<file path="config.mk">
export PLATFORM = sky130hd
export DESIGN_NAME = video_frame_ctrl
export DESIGN_NICKNAME = d
export VERILOG_FILES = /design/src/rtl/video_frame_ctrl.sv
export SDC_FILE = /design/constraint.sdc
export NUM_CORES = 1
export LEC_CHECK = 0
export CORE_MARGIN = 2
export CORE_UTILIZATION = 36
export DETAILED_ROUTE_END_ITERATION = 7
export GPL_ROUTABILITY_DRIVEN = 1
export PLACE_DENSITY = 0.84
export SYNTH_ARGS = -nofsm -noshare
export SYNTH_HDL_FRONTEND = slang
export SYNTH_SLANG_ARGS = --single-unit
</file>
<file path="constraint.sdc">
create_clock -name clk -period 2.3 [get_ports clk]
set_clock_uncertainty 0.1 [all_clocks]
set_input_delay 0.345 -clock clk [delete_from_list [all_inputs] [get_ports clk]]
set_output_delay 0.345 -clock clk [all_outputs]
set_load 0.01 [all_outputs]
</file>
<file path="src/rtl/video_frame_ctrl.sv">
`default_nettype none
// ============================================================================
// Module   : video_frame_ctrl
// Purpose  : Frame-level sequencer for the video effects IP. Tracks frame
//            boundaries on the Avalon-ST sink handshake. Freezes the register
//            configuration for the duration of a frame. Provides pause,
//            end-of-frame interrupt, and frame-length / framing error flags.
// Revision : 1.0 - initial release
// ----------------------------------------------------------------------------
// Ports
//   clk              rising-edge clock
//   reset            asynchronous active-low reset
//   cfg_ctrl         [0] pause_req, [1] irq_enable
//   cfg_effect       [4:0] effect, [9:8] delete_rgb, [17:16] quantif_level
//   cfg_key          [31:16] color_key, [15:0] color_mask
//   cfg_subst        [15:0] color_substitute
//   irq_clr          pulse, clears the pending interrupt
//   err_clr          pulse, clears err_len and err_sop
//   snk_valid/ready  sink handshake; a beat is valid & ready
//   snk_sop/eop      packet delimiters of the sink stream
//   stream_en        0 while paused (top gates ready/valid with it)
//   act_*            configuration frozen for the current frame
//   irq              pending interrupt gated by irq_enable
//   paused/in_frame  state indications
//   frame_count      completed frames (wrapping)
//   pix_count        beats of the current (or last completed) frame
//   err_len/err_sop  sticky error flags
// ============================================================================
module video_frame_ctrl #(
   parameter int FRAME_PIXELS = 76800,
   parameter int PIX_W        = 17,
   parameter int CNT_W        = 16
) (
   input  logic              clk,
   input  logic              reset,
   input  logic [31:0]       cfg_ctrl,
   input  logic [31:0]       cfg_effect,
   input  logic [31:0]       cfg_key,
   input  logic [31:0]       cfg_subst,
   input  logic              irq_clr,
   input  logic              err_clr,
   input  logic              snk_valid,
   input  logic              snk_ready,
   input  logic              snk_sop,
   input  logic              snk_eop,
   output logic              stream_en,
   output logic [4:0]        act_effect,
   output logic [1:0]        act_delete_rgb,
   output logic [1:0]        act_quantif,
   output logic [15:0]       act_color_key,
   output logic [15:0]       act_color_mask,
   output logic [15:0]       act_color_subst,
   output logic              irq,
   output logic              paused,
   output logic              in_frame,
   output logic [CNT_W-1:0]  frame_count,
   output logic [PIX_W-1:0]  pix_count,
   output logic              err_len,
   output logic              err_sop
);

   localparam logic [PIX_W-1:0] c_FRAME_PIXELS = PIX_W'(FRAME_PIXELS);
   localparam logic [PIX_W-1:0] c_ONE          = PIX_W'(1);
   localparam logic [PIX_W-1:0] c_PIX_MAX      = '1;
   localparam logic [CNT_W-1:0] c_CNT_ONE      = CNT_W'(1);

   typedef enum logic [1:0] {
      ST_WAIT_SOP = 2'd0,
      ST_IN_FRAME = 2'd1,
      ST_PAUSED   = 2'd2
   } state_t;

   state_t             r_state;
   logic               r_in_frame;
   logic [PIX_W-1:0]   r_pix;
   logic [CNT_W-1:0]   r_frames;
   logic               r_pending;
   logic               r_err_len;
   logic               r_err_sop;
   logic [4:0]         r_effect;
   logic [1:0]         r_delete_rgb;
   logic [1:0]         r_quantif;
   logic [15:0]        r_color_key;
   logic [15:0]        r_color_mask;
   logic [15:0]        r_color_subst;

   logic               w_beat;
   logic               w_pause_req;
   logic               w_irq_en;
   logic [PIX_W-1:0]   w_pix_inc;
   state_t             w_state_nxt;
   logic [PIX_W-1:0]   w_pix_nxt;
   logic               w_frame_end;
   logic [PIX_W-1:0]   w_frame_len;
   logic               w_sop_err;
   logic               w_len_err;

   // Register fields that have no function in this block.
   logic               w_unused_cfg;
   assign w_unused_cfg = ^{cfg_ctrl[31:2], cfg_effect[31:18], cfg_effect[15:10],
                           cfg_effect[7:5], cfg_subst[31:16]};

   assign w_beat      = snk_valid & snk_ready;
   assign w_pause_req = cfg_ctrl[0];
   assign w_irq_en    = cfg_ctrl[1];

   // Saturating increment: an over-long frame parks at the maximum count and
   // still flags a length error at its EOP.
   assign w_pix_inc = (r_pix == c_PIX_MAX) ? r_pix : r_pix + c_ONE;

   // ------------------------------------------------------------------------
   // Next-state / event decode
   // ------------------------------------------------------------------------
   always_comb begin
      w_state_nxt = r_state;
      w_pix_nxt   = r_pix;
      w_frame_end = 1'b0;
      w_frame_len = r_pix;
      w_sop_err   = 1'b0;

      case (r_state)
         ST_WAIT_SOP: begin
            if (w_beat) begin
               if (snk_sop) begin
                  if (snk_eop) begin
                     // Single-beat frame: closes immediately.
                     w_frame_end = 1'b1;
                     w_frame_len = c_ONE;
                  end else begin
                     w_state_nxt = ST_IN_FRAME;
                     w_pix_nxt   = c_ONE;
                  end
               end else begin
                  // Data outside a frame is dropped.
                  w_sop_err = 1'b1;
               end
            end else if (w_pause_req) begin
               // A SOP beat takes precedence over a pause request.
               w_state_nxt = ST_PAUSED;
            end
         end

         ST_IN_FRAME: begin
            if (w_beat) begin
               if (snk_sop) begin
                  // Missing EOP: the new SOP restarts the frame.
                  w_sop_err = 1'b1;
                  if (snk_eop) begin
                     w_frame_end = 1'b1;
                     w_frame_len = c_ONE;
                     w_state_nxt = ST_WAIT_SOP;
                  end else begin
                     w_pix_nxt   = c_ONE;
                  end
               end else if (snk_eop) begin
                  w_frame_end = 1'b1;
                  w_frame_len = w_pix_inc;
                  w_state_nxt = ST_WAIT_SOP;
               end else begin
                  w_pix_nxt   = w_pix_inc;
               end
            end
         end

         ST_PAUSED: begin
            if (!w_pause_req) begin
               w_state_nxt = ST_WAIT_SOP;
            end
         end

         default: begin
            w_state_nxt = ST_WAIT_SOP;
         end
      endcase

      // The completed length stays visible until the next SOP.
      if (w_frame_end) begin
         w_pix_nxt = w_frame_len;
      end
   end

   assign w_len_err = w_frame_end && (w_frame_len != c_FRAME_PIXELS);

   // ------------------------------------------------------------------------
   // State and registered outputs
   // ------------------------------------------------------------------------
   always_ff @(posedge clk or negedge reset) begin
      if (!reset) begin
         r_state       <= ST_WAIT_SOP;
         r_in_frame    <= 1'b0;
         r_pix         <= '0;
         r_frames      <= '0;
         r_pending     <= 1'b0;
         r_err_len     <= 1'b0;
         r_err_sop     <= 1'b0;
         r_effect      <= '0;
         r_delete_rgb  <= '0;
         r_quantif     <= '0;
         r_color_key   <= '0;
         r_color_mask  <= '0;
         r_color_subst <= '0;
      end else begin
         r_state    <= w_state_nxt;
         r_in_frame <= (w_state_nxt == ST_IN_FRAME);
         r_pix      <= w_pix_nxt;

         // Configuration tracks the registers everywhere except inside a
         // frame, so the values sampled with the SOP beat stay frozen.
         if (r_state != ST_IN_FRAME) begin
            r_effect      <= cfg_effect[4:0];
            r_delete_rgb  <= cfg_effect[9:8];
            r_quantif     <= cfg_effect[17:16];
            r_color_key   <= cfg_key[31:16];
            r_color_mask  <= cfg_key[15:0];
            r_color_subst <= cfg_subst[15:0];
         end

         if (w_frame_end) begin
            r_frames <= r_frames + c_CNT_ONE;
         end

         // Set wins over a same-cycle clear.
         r_pending <= (w_frame_end & w_irq_en) | (r_pending & ~irq_clr);
         r_err_len <= w_len_err | (r_err_len & ~err_clr);
         r_err_sop <= w_sop_err | (r_err_sop & ~err_clr);
      end
   end

   assign stream_en       = (r_state != ST_PAUSED);
   assign paused          = (r_state == ST_PAUSED);
   assign in_frame        = r_in_frame;
   assign irq             = r_pending & w_irq_en;
   assign frame_count     = r_frames;
   assign pix_count       = r_pix;
   assign err_len         = r_err_len;
   assign err_sop         = r_err_sop;
   assign act_effect      = r_effect;
   assign act_delete_rgb  = r_delete_rgb;
   assign act_quantif     = r_quantif;
   assign act_color_key   = r_color_key;
   assign act_color_mask  = r_color_mask;
   assign act_color_subst = r_color_subst;

endmodule
`default_nettype wire

</file>
==> flow_summary.ini <==
[pwr]
max-vdd-ir-drop_v = 0.000292
p_per_area_nw_per_um2 = 615
p_leak_nw = 3.27

[routing]
ant_nets = 0
routed_wl_um = 13900
wl_per_cell_um = 15.3
vias_per_cell = 4.99
drt_iter0_drc = 291
firstDrtPassIters = 5
drc = 0
vias = 4530

[placement]
globalplace.congestion = 0.941
placed_cells = 887
place_ws_ns = -0.299
placed_area_um2 = 6810
hpwl_um = 10100
portBuffers = 162

[logic_synthesis]
yosysWarningCount = 0
synth-async-reset-ratio_pct = 100
synth.avg_cell_area_um2 = 8.86
ys.flop_type = dfrtp_1
synth_cell_types = 61
synth-seq-cells = 96
synth-edff-count = 0
syn-num-nets = 654
syn_inst = 516
syn_area_um2 = 4570
synth_seq_area_share_pct = 52.6

[setup_path]
crit_cells = 8
worstPathRequired_ns = 2.43
cp.arrival_ns = 2.51
r2r_start = pix_count[0]
rr_worst_depth = 8
cp_cell_sequence = ha_4 > and3_4 > and4_4 > a311o_2 > xor2_2 > a32oi_1 > a211o_1 > o32a_1
r2r-end = err_len
r2r_slack_ns = -0.08
timing.critical_path.buf_inv = 0
path_delay_family = compound AO/OA/AOI/OAI gates
cpPeakStageDelay_ns = 0.44
worst-setup-path-type = flop to flop
critical_path.slowest_cell = dfrtp_2
start_kind = flop
critPathMaxFanout = 4
endpoint_kind = flop

[final_layout]
final_util_pct = 57.8
fin_area_um2 = 7230
area_delta_synth_final_pct = 58.3
fin_cells = 908
diodes = 0
drive_above_1_share_pct = 16.4
final_nets = 869

[timing]
post-route-period-util_pct = 104
min_period_ns = 2.38
drv_slew = 0
hold_violations = 0
tightestPinTransition_ns = 0.606
slew_headroom_pct = 59.6
setup_slack_ns = -0.0807
fmax_mhz = 420
rsz0062_at_grt = true
setup_tns_ns = -0.0807
setup_viol = 1

[global_route]
grt.total_usage_pct = 20.3
grt_pass1_vias = 4399
antenna_found_initial = 0
grt_pass1_wl_um = 21500
grt_max_degree = 58
grt_overflow_total = 0

[floorplanning]
fp.dieH_um = 117
die-area_um2 = 13600
core_area_um2 = 12500
fp.dieW_um = 117
initial_core_util_pct = 36.5
ioPinCount = 232
rows = 41

[min_path]
hold_start = act_color_mask[10]
worstHoldPathType = flop to flop
worstHoldEndpoint = act_color_mask[10]
min_path_cells = 2

[clock_network]
cts_tree = yes
cts_buffers = 9
clk_pin_slew_ns = 0.07
clkSinkCount = 96
htreeDepth = 3
clock-root-buffer = clkbuf_16
clkLatencyLatePin_ns = 0.34
clockBufferDepth = 2

[job]
maxCapViolations = 0

[status]
failed_checks = negative setup slack
status = finished, violations left
-- per-stage QoR --
stage | total power [mW] | hold slack (ns)
2_1_floorplan | 2.31 | -0.0506
3_3_place_gp | 2.90 | 0.297
3_5_place_dp | 2.94 | 0.297
4_1_cts | 4.49 | 0.369
5_1_grt | 4.66 | 0.388
6_report | 4.45 | 0.365
-- state kept, by name (all words and copies together), names as in the netlist, 2 cells and up --
register         count
act_effect           5
act_color_mask      16
act_color_subst     16
pix_count           17
act_quantif          2
frame_count         16
act_color_key       16
r_state              2
act_delete_rgb       2
-- tightest hold or removal path, delay by kind of cell (launching register included) --
family | cells | cell delay, ns
flip-flops | 1 | 0.34
AND/OR/NAND/NOR | 2 | 0.10
-- layout by cell type (no fill, tap or decap), types with 4 or more instances in the layout --
master | synthesis | routed
a21oi_1 | 11 | 9
and3_1 | 6 | 5
buf_4 | 5 | 70
clkbuf_16 | 0 | 9
clkdlybuf4s50_1 | 0 | 161
dfrtp_1 | 96 | 94
inv_1 | 8 | 7
nand2_1 | 202 | 202
nand3_1 | 11 | 11
nand4_1 | 7 | 7
nor2_1 | 20 | 18
nor3_1 | 9 | 8
nor4_1 | 5 | 4
o21ai_0 | 20 | 19
o31ai_1 | 5 | 5
xnor2_1 | 12 | 12
xor2_1 | 10 | 9
-- worst max path at each step --
stage,startpoint,endpoint,slack [ns]
global route,pix_count[0],err_len,-0.12
global placement,snk_valid,err_len,-0.23
detailed placement,snk_valid,err_len,-0.30
floorplan,pix_count[0],err_len,-0.04
CTS,pix_count[0],err_len,-0.06
finish,pix_count[0],err_len,-0.08
-- area by class of cell --
type	count	area, um2
clock inverters	4	51.3
flip-flops and latches	96	2400
fillers	1106	5280
multi-input cells	380	2080
repair buffers	236	2210
well taps	172	215
clock buffers	12	246
inverters	8	30.0
-- cells by family after synthesis --
kind of cell,Yosys count,share of synthesized area [%]
flops,96,52.6
mux,3,0.684
xor+xnor,22,4.22
compound gates,65,9.77
buf+inv,40,4.24
fa+ha+maj,2,0.547
simple gates,288,28.0
-- layer usage --
layer / up-vias / wire length, um / track usage (%)
li1: 2151 / - / -
met1: 2158 / 5880 / 25.3
met2: 188 / 6540 / 32.9
met3: 33 / 1030 / 5.19
met4: 0 / 430 / 9.88
met5: - / 0 / 0
-- Yosys cell counts (all sizes together), types with 4 or more instances --
| cell type | n | share of area (%) |
|---|---|---|
| nand2 | 203 | 17 |
| dfrtp | 96 | 53 |
| nor2 | 20 | 1.6 |
| o21ai | 20 | 2.2 |
| buf | 16 | 2.3 |
| clkbuf | 16 | 1.3 |
| nand3 | 13 | 1.6 |
| xnor2 | 12 | 2.3 |
| a21oi | 11 | 1.2 |
| xor2 | 10 | 1.9 |
| nor3 | 9 | 0.99 |
| and3 | 8 | 1.3 |
| inv | 8 | 0.66 |
| nand4 | 8 | 1.2 |
| and4 | 5 | 1.1 |
| nor4 | 5 | 0.68 |
| o31ai | 5 | 0.82 |
| nor2b | 4 | 0.55 |
-- power by group --
group	internal, mW	switching (mW)
sequential	1.84	0.107
clock	0.876	0.644
combinational	0.544	0.443
-- timing repair --
item | 4_1_cts | 5_1_grt
pin swaps | 4 | 6
hold buffers | 1 | 0
setup endpoints to repair | 1 | 8
endpoints found under the hold margin | 42 | 0
gates resized for setup | 7 | 15
setup buffers | 2 | 2
No activity file was read; power rests on OpenSTA's default activity.
